===== src/rtl/float2fxp_pipe.sv =====
// float2fxp_pipe: 3-stage streaming FP32 to signed Q(WOI.WOF) converter.
// Ports: clk/rst (sync, active-high); in_valid/in_ready/fp32_i input stream;
//   out_valid/out_ready/fxp_o/ovf_o/nan_o output stream;
//   ovf_cnt saturating count of overflowing outputs, cnt_clr clears it.
module float2fxp_pipe #(
  parameter int WOI   = 9,
  parameter int WOF   = 7,
  parameter int RND   = 0,
  parameter int CNT_W = 16
) (
  input  logic               clk,
  input  logic               rst,
  input  logic               in_valid,
  output logic               in_ready,
  input  logic [31:0]        fp32_i,
  output logic               out_valid,
  input  logic               out_ready,
  output logic [WOI+WOF-1:0] fxp_o,
  output logic               ovf_o,
  output logic               nan_o,
  output logic [CNT_W-1:0]   ovf_cnt,
  input  logic               cnt_clr
);
  localparam int W  = WOI + WOF;
  localparam int G  = (RND != 0) ? 1 : 0;
  localparam int XW = (W + 2 > 25) ? W + 2 : 25;

  // Left-shift of {1,m} that yields the magnitude with G guard bits.
  localparam logic signed [10:0] SH_OFS = 11'(WOF + G - 150);
  // At or above this shift the magnitude is >= 2^W: certain overflow.
  localparam logic signed [10:0] SH_BIG = 11'(W - 23 + G);

  localparam logic [XW-1:0] NEG_LIM = XW'(1) << (W - 1);
  localparam logic [XW-1:0] POS_LIM = NEG_LIM - XW'(1);
  localparam logic [W-1:0]  FX_MAX  = {1'b0, {(W-1){1'b1}}};
  localparam logic [W-1:0]  FX_MIN  = {1'b1, {(W-1){1'b0}}};

  logic v1, v2, v3;
  logic en1, en2, en3;

  assign en3       = !v3 || out_ready;
  assign en2       = !v2 || en3;
  assign en1       = !v1 || en2;
  assign in_ready  = en1;
  assign out_valid = v3;

  // S1: unpack and classify
  logic [7:0]         e_in;
  logic [22:0]        m_in;
  logic signed [10:0] sh_in;

  assign e_in  = fp32_i[30:23];
  assign m_in  = fp32_i[22:0];
  assign sh_in = $signed({3'b000, e_in}) + SH_OFS;

  logic               s1_sign, s1_nan, s1_inf, s1_zero, s1_big;
  logic [23:0]        s1_man;
  logic signed [10:0] s1_sh;

  always_ff @(posedge clk) begin
    if (rst) begin
      v1      <= 1'b0;
      s1_sign <= 1'b0;
      s1_nan  <= 1'b0;
      s1_inf  <= 1'b0;
      s1_zero <= 1'b0;
      s1_big  <= 1'b0;
      s1_man  <= '0;
      s1_sh   <= '0;
    end else if (en1) begin
      v1 <= in_valid;
      if (in_valid) begin
        s1_sign <= fp32_i[31];
        s1_nan  <= (e_in == 8'hFF) && (m_in != '0);
        s1_inf  <= (e_in == 8'hFF) && (m_in == '0);
        s1_zero <= (e_in == 8'h00);
        s1_big  <= (sh_in >= SH_BIG);
        s1_man  <= {1'b1, m_in};
        s1_sh   <= sh_in;
      end
    end
  end

  // S2: align; right shifts past the mantissa width give zero
  logic signed [10:0] rsh;
  logic [XW-1:0]      mag_sh;

  always_comb begin
    rsh    = -s1_sh;
    mag_sh = '0;
    if (s1_sh >= 11'sd0)
      mag_sh = XW'(s1_man) << s1_sh[5:0];
    else if (rsh <= 11'sd23)
      mag_sh = XW'(s1_man) >> rsh[4:0];
  end

  logic          s2_sign, s2_nan, s2_inf, s2_zero, s2_big;
  logic [XW-1:0] s2_mag;

  always_ff @(posedge clk) begin
    if (rst) begin
      v2      <= 1'b0;
      s2_sign <= 1'b0;
      s2_nan  <= 1'b0;
      s2_inf  <= 1'b0;
      s2_zero <= 1'b0;
      s2_big  <= 1'b0;
      s2_mag  <= '0;
    end else if (en2) begin
      v2 <= v1;
      if (v1) begin
        s2_sign <= s1_sign;
        s2_nan  <= s1_nan;
        s2_inf  <= s1_inf;
        s2_zero <= s1_zero;
        s2_big  <= s1_big;
        s2_mag  <= mag_sh;
      end
    end
  end

  // S3: round, saturate, negate
  logic [XW-1:0] rmag;
  logic [W-1:0]  fx_c;
  logic          ovf_c, nan_c;

  always_comb begin
    rmag  = (G != 0) ? ((s2_mag + XW'(1)) >> 1) : s2_mag;
    fx_c  = '0;
    ovf_c = 1'b0;
    nan_c = 1'b0;
    if (s2_nan) begin
      nan_c = 1'b1;
    end else if (s2_inf || s2_big) begin
      ovf_c = 1'b1;
      fx_c  = s2_sign ? FX_MIN : FX_MAX;
    end else if (s2_zero) begin
      fx_c = '0;
    end else if (!s2_sign && rmag > POS_LIM) begin
      ovf_c = 1'b1;
      fx_c  = FX_MAX;
    end else if (s2_sign && rmag > NEG_LIM) begin
      ovf_c = 1'b1;
      fx_c  = FX_MIN;
    end else begin
      fx_c = s2_sign ? -rmag[W-1:0] : rmag[W-1:0];
    end
  end

  always_ff @(posedge clk) begin
    if (rst) begin
      v3    <= 1'b0;
      fxp_o <= '0;
      ovf_o <= 1'b0;
      nan_o <= 1'b0;
    end else if (en3) begin
      v3 <= v2;
      if (v2) begin
        fxp_o <= fx_c;
        ovf_o <= ovf_c;
        nan_o <= nan_c;
      end
    end
  end

  // Clear takes priority over a coincident increment.
  always_ff @(posedge clk) begin
    if (rst || cnt_clr)
      ovf_cnt <= '0;
    else if (v3 && out_ready && ovf_o && (ovf_cnt != '1))
      ovf_cnt <= ovf_cnt + CNT_W'(1);
  end

endmodule


===== config.mk =====
export PLATFORM = sky130hd
export DESIGN_NAME = float2fxp_pipe
export DESIGN_NICKNAME = d
export VERILOG_FILES = /design/src/rtl/float2fxp_pipe.sv
export SDC_FILE = /design/constraint.sdc
export NUM_CORES = 1
export LEC_CHECK = 0
export BUFFER_PORTS_ARGS = -buffer_cell sky130_fd_sc_hd__buf_2
export CORE_MARGIN = 4
export CORE_UTILIZATION = 63
export DETAILED_ROUTE_END_ITERATION = 6
export PLACE_DENSITY = 0.84
export SLEW_MARGIN = 10
export SYNTH_ARGS = -nofsm -noshare
export SYNTH_HDL_FRONTEND = slang
export SYNTH_SLANG_ARGS = --single-unit

===== constraint.sdc =====
create_clock -name clk -period 8.6 [get_ports clk]
set_clock_uncertainty 0.2 [all_clocks]
set_input_delay 2.15 -clock clk [delete_from_list [all_inputs] [get_ports clk]]
set_output_delay 2.15 -clock clk [all_outputs]
set_load 0.01 [all_outputs]

==> flow_summary.ini <==
[placement]
routabilityCongestion = 1.012
port_buffers = 72
dp_hpwl_um = 15930

[clocking]
clockBufferDepth = 2
clk_latency_ps = 360
ctsHoldBuffers = 0
cts.clk_slew.worst_paths_ps = 70
numCtsBuffers = 9
clockRootBuffer = clkbuf_16
cts_max_level = 3
postCtsSetupBuffers = 0
cts_resized = 0
cts_tree = yes
cts_sinks = 106

[min_path]
whs_path_depth = 2
hold_start = s1_nan
whs_endpoint = s2_nan
hp-class = reg2reg

[synth]
synth_area_sq_mm = 0.007965
yosys_warnings = 0
mappedNetlistNets = 994
ys_types = 94
avgSynthCellArea_sq_um = 8.393
synth-async-reset-ratio_pct = 0
ys_seq_area_share_pct = 26.64
ys_ff_latch = 106
syn_inst = 949
synth-edff-count = 0
synth_top_flop_cell = dfxtp_1

[route]
first_pass_iters = 7
wl_per_cell_um = 19.61
drtIter0Drc = 1168
drc = 1
vias = 7790
antenna_left = 0
drt-total-wl_um = 22300
vias_per_cell = 6.851

[timing]
tns_ps = 0
finalSetupViolations = 0
worst_pin_slew_ps = 1075
hold_viol = 0
maxSlewViolCount = 0
rsz0062_at_grt = no
fmaxAchievable_ghz = 0.1958
post-route-period-util_pct = 59.40
slew_headroom_pct = 28.30
period_needed_ps = 5108

[grt]
grt_usage_pct = 30.53
first_global_vias = 7012
grt-ovfl-total = 0
grt_max_degree = 60
antenna_found_initial = 0
grt_pass1_wl_um = 35990

[run]
max_cap_viol_count = 0

[floorplanning]
die_h_um = 120.4
die_area_sq_mm = 0.01451
die_w_um = 120.4
coreArea_sq_mm = 0.01221
rows = 40
start_util_pct = 65.23
io_pins = 73

[worst_setup_path]
reg2reg_from = s1_sh[1]
crit_path_start_kind = input port
r2r_cells = 8
cp.arrival_ps = 2760
rrSetupSlack_ps = 4740
cp_cell_sequence = buf_2 > nand4b_1 > buf_2
r2r_end = rmag[1]
crit_path_top_delay_cell = nand4b_1
max_stage_delay_ps = 270
critPathMaxFanout = 5
crit_top_cell = buf_2
cp_data_required_time_ps = 6250
setup.worst_path.class = in2out
end_kind = primary output

[run_status]
violations = design-rule violations
outcome = finished, violations left

[final_layout]
finalNetCount = 1010
layout_common_cells = 128 x nand2_1, 104 x dfxtp_1, 76 x a21oi_1
diodes = 0
final_common_cell = nand2_1
drive_above_1_share_pct = 18.58
synthToLayoutAreaGrowth_pct = 6.330

[power_and_ir_drop]
power_density_mw_per_mm2 = 157.2
fin_total_pwr_mw = 1.332
p_leak_nw = 3.017
ir_drop_mv = 0.1280
[state kept, by name (all words and copies together), names as in the netlist, 10 cells and up]
| signal | cells |
|---|---|
| s1_sh | 10 |
| ovf_cnt | 16 |
| s1_man | 24 |
| rmag | 25 |
| fxp_o | 16 |
[how the worst max path moves through the flow]
stage               startpoint        to  slack (ps)  depth (start not counted)
finish               out_ready  in_ready        3490                          3
detailed placement   out_ready  in_ready        3500                          3
global route         out_ready  in_ready        3450                          3
global placement     out_ready  in_ready        3500                          3
CTS                  out_ready  in_ready        3490                          3
floorplan            out_ready  in_ready        3840                          1
[power by group]
group	internal, mW	total (mW)	switching (mW)
logic	0.138	0.361	0.223
clock network	0.227	0.422	0.195
registers	0.514	0.549	0.0350
[critical path: cells and delay by family]
kind | cells | cell delay (ps)
and+or+nand+nor | 1 | 270
buffers and inverters | 2 | 330
[stage by stage]
step / util [%] / worst slack, ps / instance area, sq um / hold WS (ps) / cells
6_report: 69.35 / 3492 / 8469 / 257.0 / 1137
5_1_grt: 69.35 / 3451 / 8469 / 278.5 / 1137
4_1_cts: 69.35 / 3491 / 8469 / 256.6 / 1137
3_5_place_dp: 66.98 / 3496 / 8179 / 245.1 / 1122
3_3_place_gp: 66.98 / 3496 / 8179 / 240.1 / 1122
2_1_floorplan: - / 3843 / 7965 / 227.8 / 949
[synth_stat cells, drive strengths merged (6+ instances only)]
master | n | area share (%)
a2111oi | 6 | 0.90
a211oi | 15 | 1.4
a21oi | 79 | 5.2
a221o | 8 | 1.0
a221oi | 6 | 0.82
a31oi | 13 | 1.0
and2 | 7 | 0.55
and3 | 12 | 0.94
buf | 36 | 3.5
clkbuf | 40 | 1.9
dfxtp | 106 | 27
ha | 8 | 1.3
inv | 21 | 0.99
mux2 | 10 | 1.4
mux2i | 39 | 5.1
mux4 | 36 | 10
nand2 | 130 | 6.2
nand2b | 11 | 0.86
nand3 | 23 | 1.4
nand4 | 14 | 1.1
nor2 | 71 | 3.3
nor3 | 41 | 2.6
nor3b | 6 | 0.69
nor4 | 17 | 1.9
nor4b | 6 | 0.82
o211ai | 10 | 1.0
o21ai | 54 | 3.4
o221ai | 8 | 0.88
o22ai | 7 | 0.63
o31ai | 9 | 0.85
xnor2 | 17 | 2.0
xor2 | 7 | 1.0
[area by class of cell]
type                       instances  area [sq um]
multi-input combinational        746          5338
fill                            1014          3742
sequential                       106          2125
timing repair buffer              81         427.9
clock buffer                      10         229.0
tap                              168         210.2
inverter                          21         78.83
clock inverter                     5         61.31
[logic make-up (layout without fill, tap and decap cells)]
family | after synthesis | count (layout) | synth area share (%)
multiplexers | 85 | 85 | 16.65
buffers and inverters | 97 | 117 | 6.346
flip-flops | 106 | 106 | 26.64
AND/OR/NAND/NOR | 365 | 365 | 23.01
XOR/XNOR | 24 | 24 | 2.969
AO/OA/AOI/OAI | 264 | 264 | 23.12
adder cells (fa/ha/maj) | 8 | 8 | 1.257
[metal layers]
metal	track usage (%)	share of wire (%)
met4	10.13	2.9
met1	43.04	42
met3	6.782	10
met2	46.52	45
met5	0	0
Note: power is estimated with default switching activity, not from simulation.
